**config.mk**
```make
export PLATFORM = sky130hd
export DESIGN_NAME = controle_mem_dados
export DESIGN_NICKNAME = d
export VERILOG_FILES = /design/src/rtl/mem_dados_pkg.sv /design/src/rtl/alinhador_lsu.sv /design/src/rtl/controle_mem_dados.sv
export SDC_FILE = /design/constraint.sdc
export NUM_CORES = 1
export LEC_CHECK = 0
export CAP_MARGIN = 10
export CORE_UTILIZATION = 30
export CTS_BUF_LIST = sky130_fd_sc_hd__clkbuf_4 sky130_fd_sc_hd__clkbuf_8 sky130_fd_sc_hd__clkbuf_16
export DETAILED_ROUTE_END_ITERATION = 12
export PLACE_DENSITY_LB_ADDON = 0.3
export SYNTH_ARGS = -nofsm -noshare
export SYNTH_HDL_FRONTEND = slang
export SYNTH_SLANG_ARGS = --single-unit
export TNS_END_PERCENT = 20
```
**constraint.sdc**
```tcl
create_clock -name clk -period 4.9 [get_ports clk]
set_clock_uncertainty 0.05 [all_clocks]
set_input_delay 0.49 -clock clk [delete_from_list [all_inputs] [get_ports clk]]
set_output_delay 0.49 -clock clk [all_outputs]
set_load 0.02 [all_outputs]
```
**src/rtl/mem_dados_pkg.sv**
```systemverilog
// Shared definitions for the data-memory load/store unit: funct3 codes, FSM
// state encoding and the access-size helper.
package mem_dados_pkg;

    localparam logic [2:0] F3_B  = 3'b000;
    localparam logic [2:0] F3_H  = 3'b001;
    localparam logic [2:0] F3_W  = 3'b010;
    localparam logic [2:0] F3_D  = 3'b011;
    localparam logic [2:0] F3_BU = 3'b100;
    localparam logic [2:0] F3_HU = 3'b101;
    localparam logic [2:0] F3_WU = 3'b110;

    localparam logic [1:0] OCIOSO  = 2'd0;
    localparam logic [1:0] ACESSO  = 2'd1;
    localparam logic [1:0] CONCLUI = 2'd2;

    function automatic logic [3:0] tamanho_bytes(input logic [2:0] funct3);
        case (funct3)
            F3_B, F3_BU: return 4'd1;
            F3_H, F3_HU: return 4'd2;
            F3_W, F3_WU: return 4'd4;
            default:     return 4'd8;
        endcase
    endfunction

endpackage

```
**src/rtl/alinhador_lsu.sv**
```systemverilog
// Lane alignment for the load/store unit: byte enables and shifted store data
// for writes, lane extraction plus sign/zero extension for reads.
module alinhador_lsu
    import mem_dados_pkg::*;
(
    input  logic [2:0]  funct3,
    input  logic [2:0]  offset,
    input  logic [63:0] din,
    input  logic [63:0] rdata,
    output logic [7:0]  be,
    output logic [63:0] wdata,
    output logic [63:0] load_data
);

    logic [63:0] deslocado;

    assign wdata     = din << {offset, 3'b000};
    assign deslocado = rdata >> {offset, 3'b000};

    always_comb begin
        case (funct3[1:0])
            2'b00:   be = 8'h01 << offset;
            2'b01:   be = 8'h03 << offset;
            2'b10:   be = 8'h0F << offset;
            default: be = 8'hFF;
        endcase
    end

    always_comb begin
        case (funct3)
            F3_B:    load_data = {{56{deslocado[7]}},  deslocado[7:0]};
            F3_H:    load_data = {{48{deslocado[15]}}, deslocado[15:0]};
            F3_W:    load_data = {{32{deslocado[31]}}, deslocado[31:0]};
            F3_BU:   load_data = {56'd0, deslocado[7:0]};
            F3_HU:   load_data = {48'd0, deslocado[15:0]};
            F3_WU:   load_data = {32'd0, deslocado[31:0]};
            default: load_data = deslocado;
        endcase
    end

endmodule

```
**src/rtl/controle_mem_dados.sv**
```systemverilog
// Load/store unit between the core and a 64-bit data memory with a
// variable-latency req/ack handshake, stall output and error reporting.
module controle_mem_dados
    import mem_dados_pkg::*;
#(
    parameter int unsigned TIMEOUT = 255
) (
    input  logic        clk,
    input  logic        reset,
    input  logic        WeDM,
    input  logic        ReDM,
    input  logic [2:0]  funct3,
    input  logic [63:0] doutULA,
    input  logic [63:0] dinDM,
    output logic [63:0] doutDM,
    output logic        ocupado,
    output logic        pronto,
    output logic        erro,
    output logic        mem_req,
    output logic        mem_we,
    output logic [63:0] mem_addr,
    output logic [7:0]  mem_be,
    output logic [63:0] mem_wdata,
    input  logic [63:0] mem_rdata,
    input  logic        mem_ack
);

    logic [1:0]  estado;
    logic [7:0]  contador;
    logic        we_q;
    logic [63:0] addr_q;
    logic [63:0] din_q;
    logic [2:0]  f3_q;
    logic [3:0]  tam;
    logic        requisicao;
    logic        amostra;
    logic        ilegal;
    logic        desalinhado;
    logic        aceita;
    logic        em_acesso;
    logic [7:0]  be;
    logic [63:0] wdata;
    logic [63:0] dado_carga;

    assign requisicao  = WeDM | ReDM;
    assign tam         = tamanho_bytes(funct3);
    assign ilegal      = (WeDM & ReDM) | (ReDM & (funct3 == 3'b111)) | (WeDM & funct3[2]);
    assign desalinhado = |(doutULA[2:0] & 3'(tam - 4'd1));
    // No request is taken while the previous error is still being reported.
    assign amostra     = (estado == OCIOSO) && !erro && requisicao;
    assign aceita      = amostra && !ilegal && !desalinhado;
    assign em_acesso   = (estado == ACESSO);

    assign ocupado   = aceita | em_acesso;
    assign pronto    = (estado == CONCLUI);
    assign mem_req   = em_acesso;
    assign mem_we    = em_acesso & we_q;
    assign mem_addr  = em_acesso ? {addr_q[63:3], 3'b000} : 64'd0;
    assign mem_be    = em_acesso ? be : 8'd0;
    assign mem_wdata = em_acesso ? wdata : 64'd0;

    alinhador_lsu u_alinhador (
        .funct3    (f3_q),
        .offset    (addr_q[2:0]),
        .din       (din_q),
        .rdata     (mem_rdata),
        .be        (be),
        .wdata     (wdata),
        .load_data (dado_carga)
    );

    always_ff @(posedge clk) begin
        if (reset) begin
            estado   <= OCIOSO;
            contador <= 8'd0;
            we_q     <= 1'b0;
            addr_q   <= 64'd0;
            din_q    <= 64'd0;
            f3_q     <= 3'd0;
            erro     <= 1'b0;
            doutDM   <= 64'd0;
        end else begin
            erro <= 1'b0;
            case (estado)
                OCIOSO: begin
                    if (aceita) begin
                        estado   <= ACESSO;
                        contador <= 8'd0;
                        we_q     <= WeDM;
                        addr_q   <= doutULA;
                        din_q    <= dinDM;
                        f3_q     <= funct3;
                    end else if (amostra) begin
                        erro <= 1'b1;
                    end
                end
                ACESSO: begin
                    // An ack in the last allowed cycle still wins over the timeout.
                    if (mem_ack) begin
                        estado <= CONCLUI;
                        if (!we_q) begin
                            doutDM <= dado_carga;
                        end
                    end else if (contador == 8'(TIMEOUT - 1)) begin
                        estado   <= OCIOSO;
                        contador <= 8'd0;
                        erro     <= 1'b1;
                    end else begin
                        contador <= contador + 8'd1;
                    end
                end
                CONCLUI: estado <= OCIOSO;
                default: estado <= OCIOSO;
            endcase
        end
    end

endmodule

```
==> results of run 1 <==
==> area by class of cell <==
type                    count  share of cell area
clock inverters            14              0.0142
inverters                   9             0.00197
repair buffers            421               0.243
flip-flops and latches    207               0.243
clock buffers              34              0.0437
multi-input cells        1063               0.415
diodes                      5            0.000731
well taps                 518              0.0379
==> worst min-delay path, stage by stage (launching register included) <==
cell and delay (ns):
dfxtp_1 0.30, nand2_1 0.05, a21oi_1 0.05
==> sequential cells by signal (all words and copies together) (netlist names) <==
register  count
addr_q       64
din_q        64
doutDM       64
contador      8
f3_q          3
estado        2
erro          1
we_q          1
==> power by group through the flow <==
| stage | clock, uW | sequential, uW | combinational (uW) |
|---|---|---|---|
| 2_1_floorplan | 0 | 1870 | 461 |
| 3_3_place_gp | 0 | 1880 | 834 |
| 3_5_place_dp | 0 | 1880 | 840 |
| 4_1_cts | 2270 | 1850 | 845 |
| 5_1_grt | 2320 | 1860 | 910 |
| 6_report | 2210 | 1850 | 844 |
==> cells in the final DEF (no fill, tap or decap), types with 11 or more instances in the layout <==
master           instances
a211oi_1                25
a211oi_2                31
a21oi_1                165
a311oi_1                16
a32oi_1                 16
and2_1                  88
buf_4                   20
clkbuf_16               26
clkdlybuf4s50_1        400
dfxtp_1                204
mux2_2                  32
mux2i_1                 50
mux4_2                  62
nand2_1                320
nor2_1                 129
nor2b_1                 12
nor3_1                  11
o21ai_0                 25
==> metrics by stage <==
stage          total power [uW]  setup slack [ns]  cell area [sq um]
2_1_floorplan              2330              2.29              11800
3_3_place_gp               2720              1.43              16100
3_5_place_dp               2720              1.39              16100
4_1_cts                    4960             0.827              17100
5_1_grt                    5090             0.665              17100
6_report                   4900             0.817              17100
==> metal layers <==
layer / share of wire / track usage
met5: 0 / 0
met4: 0.044 / 0.110
met3: 0.082 / 0.0514
met2: 0.46 / 0.352
met1: 0.42 / 0.281
==> cell usage after synthesis, types with 18 or more instances <==
master    instances  area (sq um)
clkbuf_1         93           349
nand2_1         320          1200
mux4_2           62          1400
mux2i_1          50           500
a211oi_1         25           188
buf_2            18          90.1
dfxtp_1         207          4140
nor2_1          129           484
o21ai_0          25           125
and2_1           88           551
a21oi_1         165           826
mux2_2           32           360
a211oi_2         31           388
==> how the worst min path moves through the flow <==
stage                     cells after the start          to  slack (ns)   startpoint
final                                         2  addr_q[51]        0.40   addr_q[51]
after global routing                          2  addr_q[37]        0.41   addr_q[37]
after CTS                                     3  addr_q[19]        0.39  doutULA[19]
after detailed placement                      2  addr_q[46]        0.39   addr_q[46]
after global placement                        2   addr_q[8]        0.39    addr_q[8]
after floorplan                               2  addr_q[10]        0.38   addr_q[10]
==> logic make-up (layout without fill, tap and decap cells) <==
logic type               Yosys count  after routing  synth area share
flip-flops                       207            207             0.351
buffers and inverters            136            478            0.0486
adder cells (fa/ha/maj)            7              7           0.00742
other                              1              8          0.000318
AND/OR/NAND/NOR                  592            592             0.220
AO/OA/AOI/OAI                    314            314             0.178
multiplexers                     147            147             0.195
==> flow_summary_export.csv, run 1 <==
group,metric,value,unit
run_status,outcome,"finished clean",
sta,rsz0062_at_grt,"false",
floorplanning,fp.dieH,200,microns
cts,hold_buffers,0,
finish,utilization,0.442,
setup_path,cpMaxStageDelayCell,"dfxtp_4",
yosys,syn_inst,1404,
sta,slew_headroom,0.189,
placement,dp.cells,2218,
sta,tns,0,ns
routing,drt-initial-drc-count,846,
sta,final_max_slew_viol_count,0,
placement,io_buffers,401,
setup_path,r2r_end,"doutDM[21]",
sta,hold_viol_final,0,
routing,drtAntennaViolNets,0,
yosys,ys_types,49,
setup_path,critPathCapture,"mem_wdata[41]",
power_and_ir_drop,p_per_area,286,nW/um^2
routing,drtPass1Iterations,5,
routing,vias_per_cell,5.23,
finish,nFillCells,3861,
setup_path,cpPeakStageDelay,0.79,ns
sta,fin_crit_sh,0.833,
setup_path,cpMostUsedCell,"nor2_1",
setup_path,crit_type,"reg2out",
setup_path,worstSetupPathDepth,5,
global_route,grt_max_degree,118,
sta,fin_crit,4.08,ns
yosys,seq_area_frac_synth,0.351,
floorplanning,boundaryPins,405,
global_route,grt_pass1_wl,70000,microns
placement,hpwl,32500,microns
finish,multi_input_area,7110,sq um
power_and_ir_drop,p_seq_frac,0.377,
floorplanning,rows,72,
global_route,track_usage,0.221,
routing,num_vias,11900,
yosys,ys_seq_elements,207,
floorplanning,dieArea,40200,sq um
routing,wl,46000,microns
finish,fin_cells,2271,
setup_path,critPathLaunchType,"flop",
setup_path,path_buf_inv,2,
finish,nNetsFinal,1935,
cts,insertion_delay,0.55,ns
yosys,yosys_warnings,0,
setup_path,r2r_start,"addr_q[0]",
floorplanning,start_util,0.305,
power_and_ir_drop,power_switching_share,0.274,
yosys,ys.flop_type,"dfxtp_1",
cts,path_clk_slew,0.06,ns
setup_path,cp.required,4.36,ns
sta,clock.fmax,245,MHz
finish,seqCellArea,4160,sq um
setup_path,path_cells,"inv_1, nor2_1, a22oi_1, nor2_1, clkdlybuf4s50_1",
power_and_ir_drop,power_frac_clock,0.451,
global_route,antenna_found_initial,7,
cts,clock-sinks,207,
power_and_ir_drop,internal_power,3560,uW
worst_hold_path,min_path_type,"reg2reg",
setup_path,crit_family,"buffers and inverters",
power_and_ir_drop,p_switching,1340,uW
power_and_ir_drop,ir_drop,0.240,mV
setup_path,arrival,3.54,ns
cts,post_cts_resized,0,
cts,cts-root-buf,"clkbuf_16",
global_route,grt_pass1_vias,11800,
finish,area_growth,44.9,%
sta,setup_violations,0,
setup_path,critPathLaunch,"addr_q[1]",
yosys,syn-cell-area,11800,sq um
yosys,syn_area_per_cell,8.41,sq um
setup_path,r2r_slack,1.39,ns
floorplanning,fp.coreArea,38700,sq um
cts,cts.path.max_buffers,3,
yosys,synthArstFlopShare,0,
cts,cts_htree_levels,1,
power_and_ir_drop,p_leak,0.00547,uW
sta,holdWs,0.397,ns
setup_path,reg2reg_depth,5,
routing,drcViolationCount,0,
routing,post_drt_wl_per_cell,20.3,microns
placement,place_congestion,0.908,
yosys,synth_edf_count,0,
sta,tightest_slew,1.21,ns
power_and_ir_drop,combPwrFrac,0.172,
flow_run,max-cap-violations,0,
setup_path,cp_max_fo,52,
setup_path,endpoint_kind,"primary output",
cts,cts_tree,"built",
cts,cts_made_buffers,26,
global_route,grt.overflow.total,0,
finish,drive_gt1_frac,0.118,
cts,cts_setup_buffers,0,
floorplanning,fp.dieW,200,microns
Note: power is estimated with default switching activity, not from simulation.
==> run 2: changes to the inputs <==
==> constraint.sdc (replaced) <==
create_clock -name clk -period 3.7 [get_ports clk]
set_clock_uncertainty 0.05 [all_clocks]
set_input_delay 0.37 -clock clk [delete_from_list [all_inputs] [get_ports clk]]
set_output_delay 0.37 -clock clk [all_outputs]
set_load 0.02 [all_outputs]
==> flow_summary_export.csv, run 2 (synthesis results as in run 1) <==
group,metric,value,unit
cts,cts_made_buffers,26,
finish,final_common_cell,"clkdlybuf4s50_1",
sta,tightest_slew,1.01,ns
cts,cts_tree,"built",
sta,slew_headroom,0.325,
floorplanning,fp.dieH,200,microns
setup_path,path_cells,"buf_12, nand2_1, nor2_1, a31oi_1, nand2b_1, a21oi_1, clkdlybuf4s50_1",
global_route,track_usage,0.222,
setup_path,r2r_slack,0.89,ns
cts,clock-sinks,207,
cts,cts-root-buf,"clkbuf_16",
power_and_ir_drop,power_frac_clock,0.430,
routing,vias_per_cell,5.23,
sta,tns,0,ns
floorplanning,start_util,0.305,
cts,hold_buffers,0,
worst_hold_path,whs_endpoint,"addr_q[52]",
global_route,use_met2,0.366,
routing,post_drt_wl_per_cell,20.1,microns
finish,mostFrequentLayoutCells,"399 x clkdlybuf4s50_1, 320 x nand2_1, 204 x dfxtp_1, 165 x a21oi_1, 129 x nor2_1",
sta,rsz0062_at_grt,"false",
sta,layout_setup_ws,0.238,ns
global_route,grt_max_degree,141,
power_and_ir_drop,p_per_area,366,nW/um^2
power_and_ir_drop,combPwrFrac,0.184,
finish,drive_gt1_frac,0.125,
power_and_ir_drop,internal_power,4580,uW
global_route,grt_busiest_layer,"met2",
sta,fin_crit,3.46,ns
worst_hold_path,hold_start,"reset",
power_and_ir_drop,p_switching,1730,uW
flow_run,max-cap-violations,0,
finish,nNetsFinal,1946,
floorplanning,fp.dieW,200,microns
sta,hold_viol_final,0,
routing,drtPass1Iterations,7,
sta,fin_crit_sh,0.936,
power_and_ir_drop,power_switching_share,0.275,
setup_path,cp.required,3.28,ns
placement,place_congestion,0.944,
finish,area_growth,45.9,%
routing,wl,45800,microns
global_route,antenna_found_initial,10,
worst_hold_path,min_path_type,"in2reg",
routing,num_vias,11900,
cts,post_cts_resized,0,
worst_hold_path,min_path_cells,2,
floorplanning,fp.coreArea,38700,sq um
sta,setup_violations,0,
setup_path,r2r_end,"doutDM[51]",
setup_path,path_buf_inv,2,
global_route,grt_pass1_wl,70200,microns
floorplanning,boundaryPins,405,
power_and_ir_drop,p_leak,0.00555,uW
floorplanning,dieArea,40200,sq um
setup_path,critPathLaunchType,"flop",
placement,io_buffers,401,
global_route,grt_pass1_vias,11800,
run_status,outcome,"finished clean",
power_and_ir_drop,ir_drop,0.301,mV
cts,cts_htree_levels,1,
cts,insertion_delay,0.54,ns
routing,drtAntennaViolNets,0,
placement,dpl_worst_slack,0.773,ns
setup_path,crit_family,"buffers and inverters",
setup_path,arrival,3.04,ns
setup_path,cpMaxStageDelayCell,"dfxtp_4",
routing,drcViolationCount,0,
sta,clock.fmax,289,MHz
setup_path,endpoint_kind,"primary output",
routing,drt-initial-drc-count,743,
cts,cts.path.max_buffers,3,
floorplanning,rows,72,
setup_path,cp_max_fo,71,
placement,hpwl,32900,microns
global_route,use_met1,0.276,
finish,largestRegisters,"addr_q x64, din_q x64, doutDM x64",
setup_path,crit_type,"reg2out",
setup_path,r2r_start,"addr_q[1]",
setup_path,reg2reg_depth,6,
cts,path_clk_slew,0.06,ns
power_and_ir_drop,p_seq_frac,0.386,
setup_path,cpPeakStageDelay,0.66,ns
global_route,grtUsageMet3,0.0622,
global_route,grt.overflow.total,0,
cts,cts_setup_buffers,0,
sta,final_max_slew_viol_count,0,
[run 2: area by class of cell]
class,count,area [sq um]
clock inverters,9,120
inverters,9,33.8
repair buffers,432,4360
well taps,518,648
diodes,5,12.5
fillers,3870,21500
multi-input cells,1063,7110
flip-flops and latches,207,4160
clock buffers,39,791
[run 2: worst max path at each step]
stage	end	start	slack, ns	depth (start not counted)
after floorplan	mem_wdata[61]	addr_q[1]	1.21	9
after global placement	doutDM[44]	mem_rdata[63]	0.88	7
after detailed placement	doutDM[51]	mem_rdata[63]	0.77	7
after CTS	mem_be[6]	addr_q[1]	0.23	7
after global routing	mem_wdata[52]	addr_q[1]	0.1	6
final	mem_be[6]	addr_q[1]	0.24	7
[run 2: per-layer routing]
metal,vias up,wire [microns]
li1,5598,-
met1,5672,18400
met2,587,21600
met3,77,4350
met4,6,1440
met5,-,42
[run 2: metrics by stage]
stage           util  instance area, sq um  std cells  hold WS (ns)  power, uW
3_3_place_gp   0.421                 16300       2229         0.388       3620
6_report       0.445                 17200       2282         0.276       6310
2_1_floorplan      -                 11800       1406         0.382       3080
5_1_grt        0.444                 17200       2279         0.287       6570
3_5_place_dp   0.421                 16300       2229         0.392       3640
4_1_cts        0.444                 17200       2277         0.280       6380
[run 2: power by group through the flow]
stage	combinational, uW	sequential [uW]	clock (uW)
CTS	1160	2430	2780
global route	1250	2450	2870
global placement	1150	2480	0
detailed placement	1160	2480	0
floorplan	611	2470	0
finish	1160	2440	2710
==> run 3: changes to the inputs <==
--- a/config.mk
+++ b/config.mk
@@ -5,7 +5,7 @@
 export SDC_FILE = /design/constraint.sdc
 export NUM_CORES = 1
 export LEC_CHECK = 0
-export CAP_MARGIN = 10
+export CAP_MARGIN = 40
 export CORE_UTILIZATION = 30
 export CTS_BUF_LIST = sky130_fd_sc_hd__clkbuf_4 sky130_fd_sc_hd__clkbuf_8 sky130_fd_sc_hd__clkbuf_16
 export DETAILED_ROUTE_END_ITERATION = 12
==> flow_summary_export.csv, run 3 (synthesis results as in run 1) <==
group,metric,value,unit
finish,nNetsFinal,1948,
setup_path,endpoint_kind,"primary output",
power_and_ir_drop,finalPower,6240,uW
finish,mostFrequentLayoutCells,"399 x clkdlybuf4s50_1, 320 x nand2_1, 204 x dfxtp_1, 165 x a21oi_1, 129 x nor2_1",
power_and_ir_drop,p_leak,0.00554,uW
setup_path,cp.required,3.28,ns
placement,hpwl,33000,microns
sta,tns,0,ns
setup_path,cp_max_fo,71,
cts,cts_made_buffers,26,
cts,cts-root-buf,"clkbuf_16",
finish,nFillCells,3853,
floorplanning,boundaryPins,405,
finish,seqCellArea,4160,sq um
placement,io_buffers,401,
sta,fin_crit,3.46,ns
setup_path,arrival,3.04,ns
finish,fin_cells,2281,
finish,largestRegisters,"addr_q x64, din_q x64, doutDM x64",
setup_path,r2r_end,"doutDM[60]",
floorplanning,dieArea,40200,sq um
sta,clock.fmax,289,MHz
global_route,track_usage,0.223,
floorplanning,fp.coreArea,38700,sq um
sta,final_max_slew_viol_count,0,
global_route,grt_pass1_vias,11900,
floorplanning,start_util,0.305,
global_route,grt.overflow.total,0,
routing,drtPass1Iterations,7,
sta,rsz0062_at_grt,"false",
setup_path,critPathCapture,"mem_be[6]",
sta,slew_headroom,0.468,
cts,cts_setup_buffers,0,
routing,wl,45900,microns
floorplanning,fp.dieH,200,microns
sta,hold_viol_final,0,
floorplanning,rows,72,
power_and_ir_drop,p_per_area,363,nW/um^2
routing,post_drt_wl_per_cell,20.1,microns
setup_path,r2r_start,"addr_q[1]",
sta,setup_violations,0,
cts,path_clk_slew,0.06,ns
placement,place_congestion,0.944,
cts,cts.path.max_buffers,3,
cts,cts_htree_levels,1,
routing,drtAntennaViolNets,0,
finish,multi_input_area,7110,sq um
cts,insertion_delay,0.55,ns
run_status,outcome,"finished clean",
cts,post_cts_resized,0,
placement,dpl_worst_slack,0.779,ns
setup_path,critPathLaunchType,"flop",
finish,area_growth,45.7,%
finish,drive_gt1_frac,0.125,
cts,cts_tree,"built",
sta,fin_crit_sh,0.935,
global_route,grt_max_degree,141,
sta,layout_setup_ws,0.240,ns
setup_path,r2r_slack,0.90,ns
finish,final_common_cell,"clkdlybuf4s50_1",
global_route,antenna_found_initial,7,
power_and_ir_drop,ir_drop,0.295,mV
floorplanning,fp.dieW,200,microns
setup_path,critPathLaunch,"addr_q[1]",
cts,clock-sinks,207,
global_route,grt_pass1_wl,70700,microns
sta,holdWs,0.267,ns
setup_path,crit_type,"reg2out",
cts,hold_buffers,0,
placement,dp.cells,2231,
flow_run,max-cap-violations,0,
sta,tightest_slew,0.798,ns
routing,vias_per_cell,5.23,
routing,drt-initial-drc-count,843,
routing,drcViolationCount,0,
routing,num_vias,11900,
worst_hold_path,min_path_type,"in2reg",
setup_path,reg2reg_depth,6,
==> run 3: cell types whose count changed in the layout (fill, tap and decap cells not counted), sizes merged <==
cell      change
buf           +2
diode         -2
bufinv        -1
clkbuf        -1
clkinvlp      +1
==> run 3: how the worst min path moves through the flow <==
stage | from | endpoint | slack (ns) | depth (start not counted)
after floorplan | addr_q[10] | addr_q[10] | 0.38 | 2
after global placement | addr_q[41] | addr_q[41] | 0.39 | 2
after detailed placement | addr_q[54] | addr_q[54] | 0.39 | 2
after CTS | dinDM[7] | din_q[7] | 0.28 | 3
after global routing | reset | addr_q[52] | 0.30 | 2
final | reset | addr_q[44] | 0.27 | 2
==> run 3: critical path, cell delays in order, from the launching register on <==
cell and delay, ns:
dfxtp_4 0.66, buf_12 0.39, nand2_1 0.11, nor2_1 0.18, a31oi_1 0.06, nand2b_1 0.15, a21oi_1 0.22, clkdlybuf4s50_1 0.65
==> run 3: layout make-up <==
| type | count | share of cell area |
|---|---|---|
| antenna | 3 | 0.000436 |
| clock buffer | 38 | 0.0459 |
| clock inverter | 9 | 0.00567 |
| inverter | 9 | 0.00196 |
| multi-input combinational | 1063 | 0.413 |
| sequential | 207 | 0.241 |
| tap | 518 | 0.0377 |
| timing repair buffer | 434 | 0.254 |
==> run 3: through the flow <==
stage          instance area, sq um   util
2_1_floorplan                 11800      -
6_report                      17200  0.444
4_1_cts                       17200  0.444
3_3_place_gp                  16300  0.421
5_1_grt                       17200  0.444
3_5_place_dp                  16300  0.421
==> run 3: power breakdown <==
| part | switching, uW | internal, uW | total [uW] |
|---|---|---|---|
| Clock | 1030 | 1610 | 2650 |
| Sequential | 101 | 2330 | 2440 |
| Combinational | 601 | 561 | 1160 |
==> run 3: routing by layer <==
layer | up-vias | global-route usage | share of wire
li1 | 5590 | - | -
met1 | 5719 | 0.278 | 0.40
met2 | 522 | 0.369 | 0.47
met3 | 88 | 0.0592 | 0.094
met4 | 4 | 0.0796 | 0.035
met5 | - | 0 | 0.00050
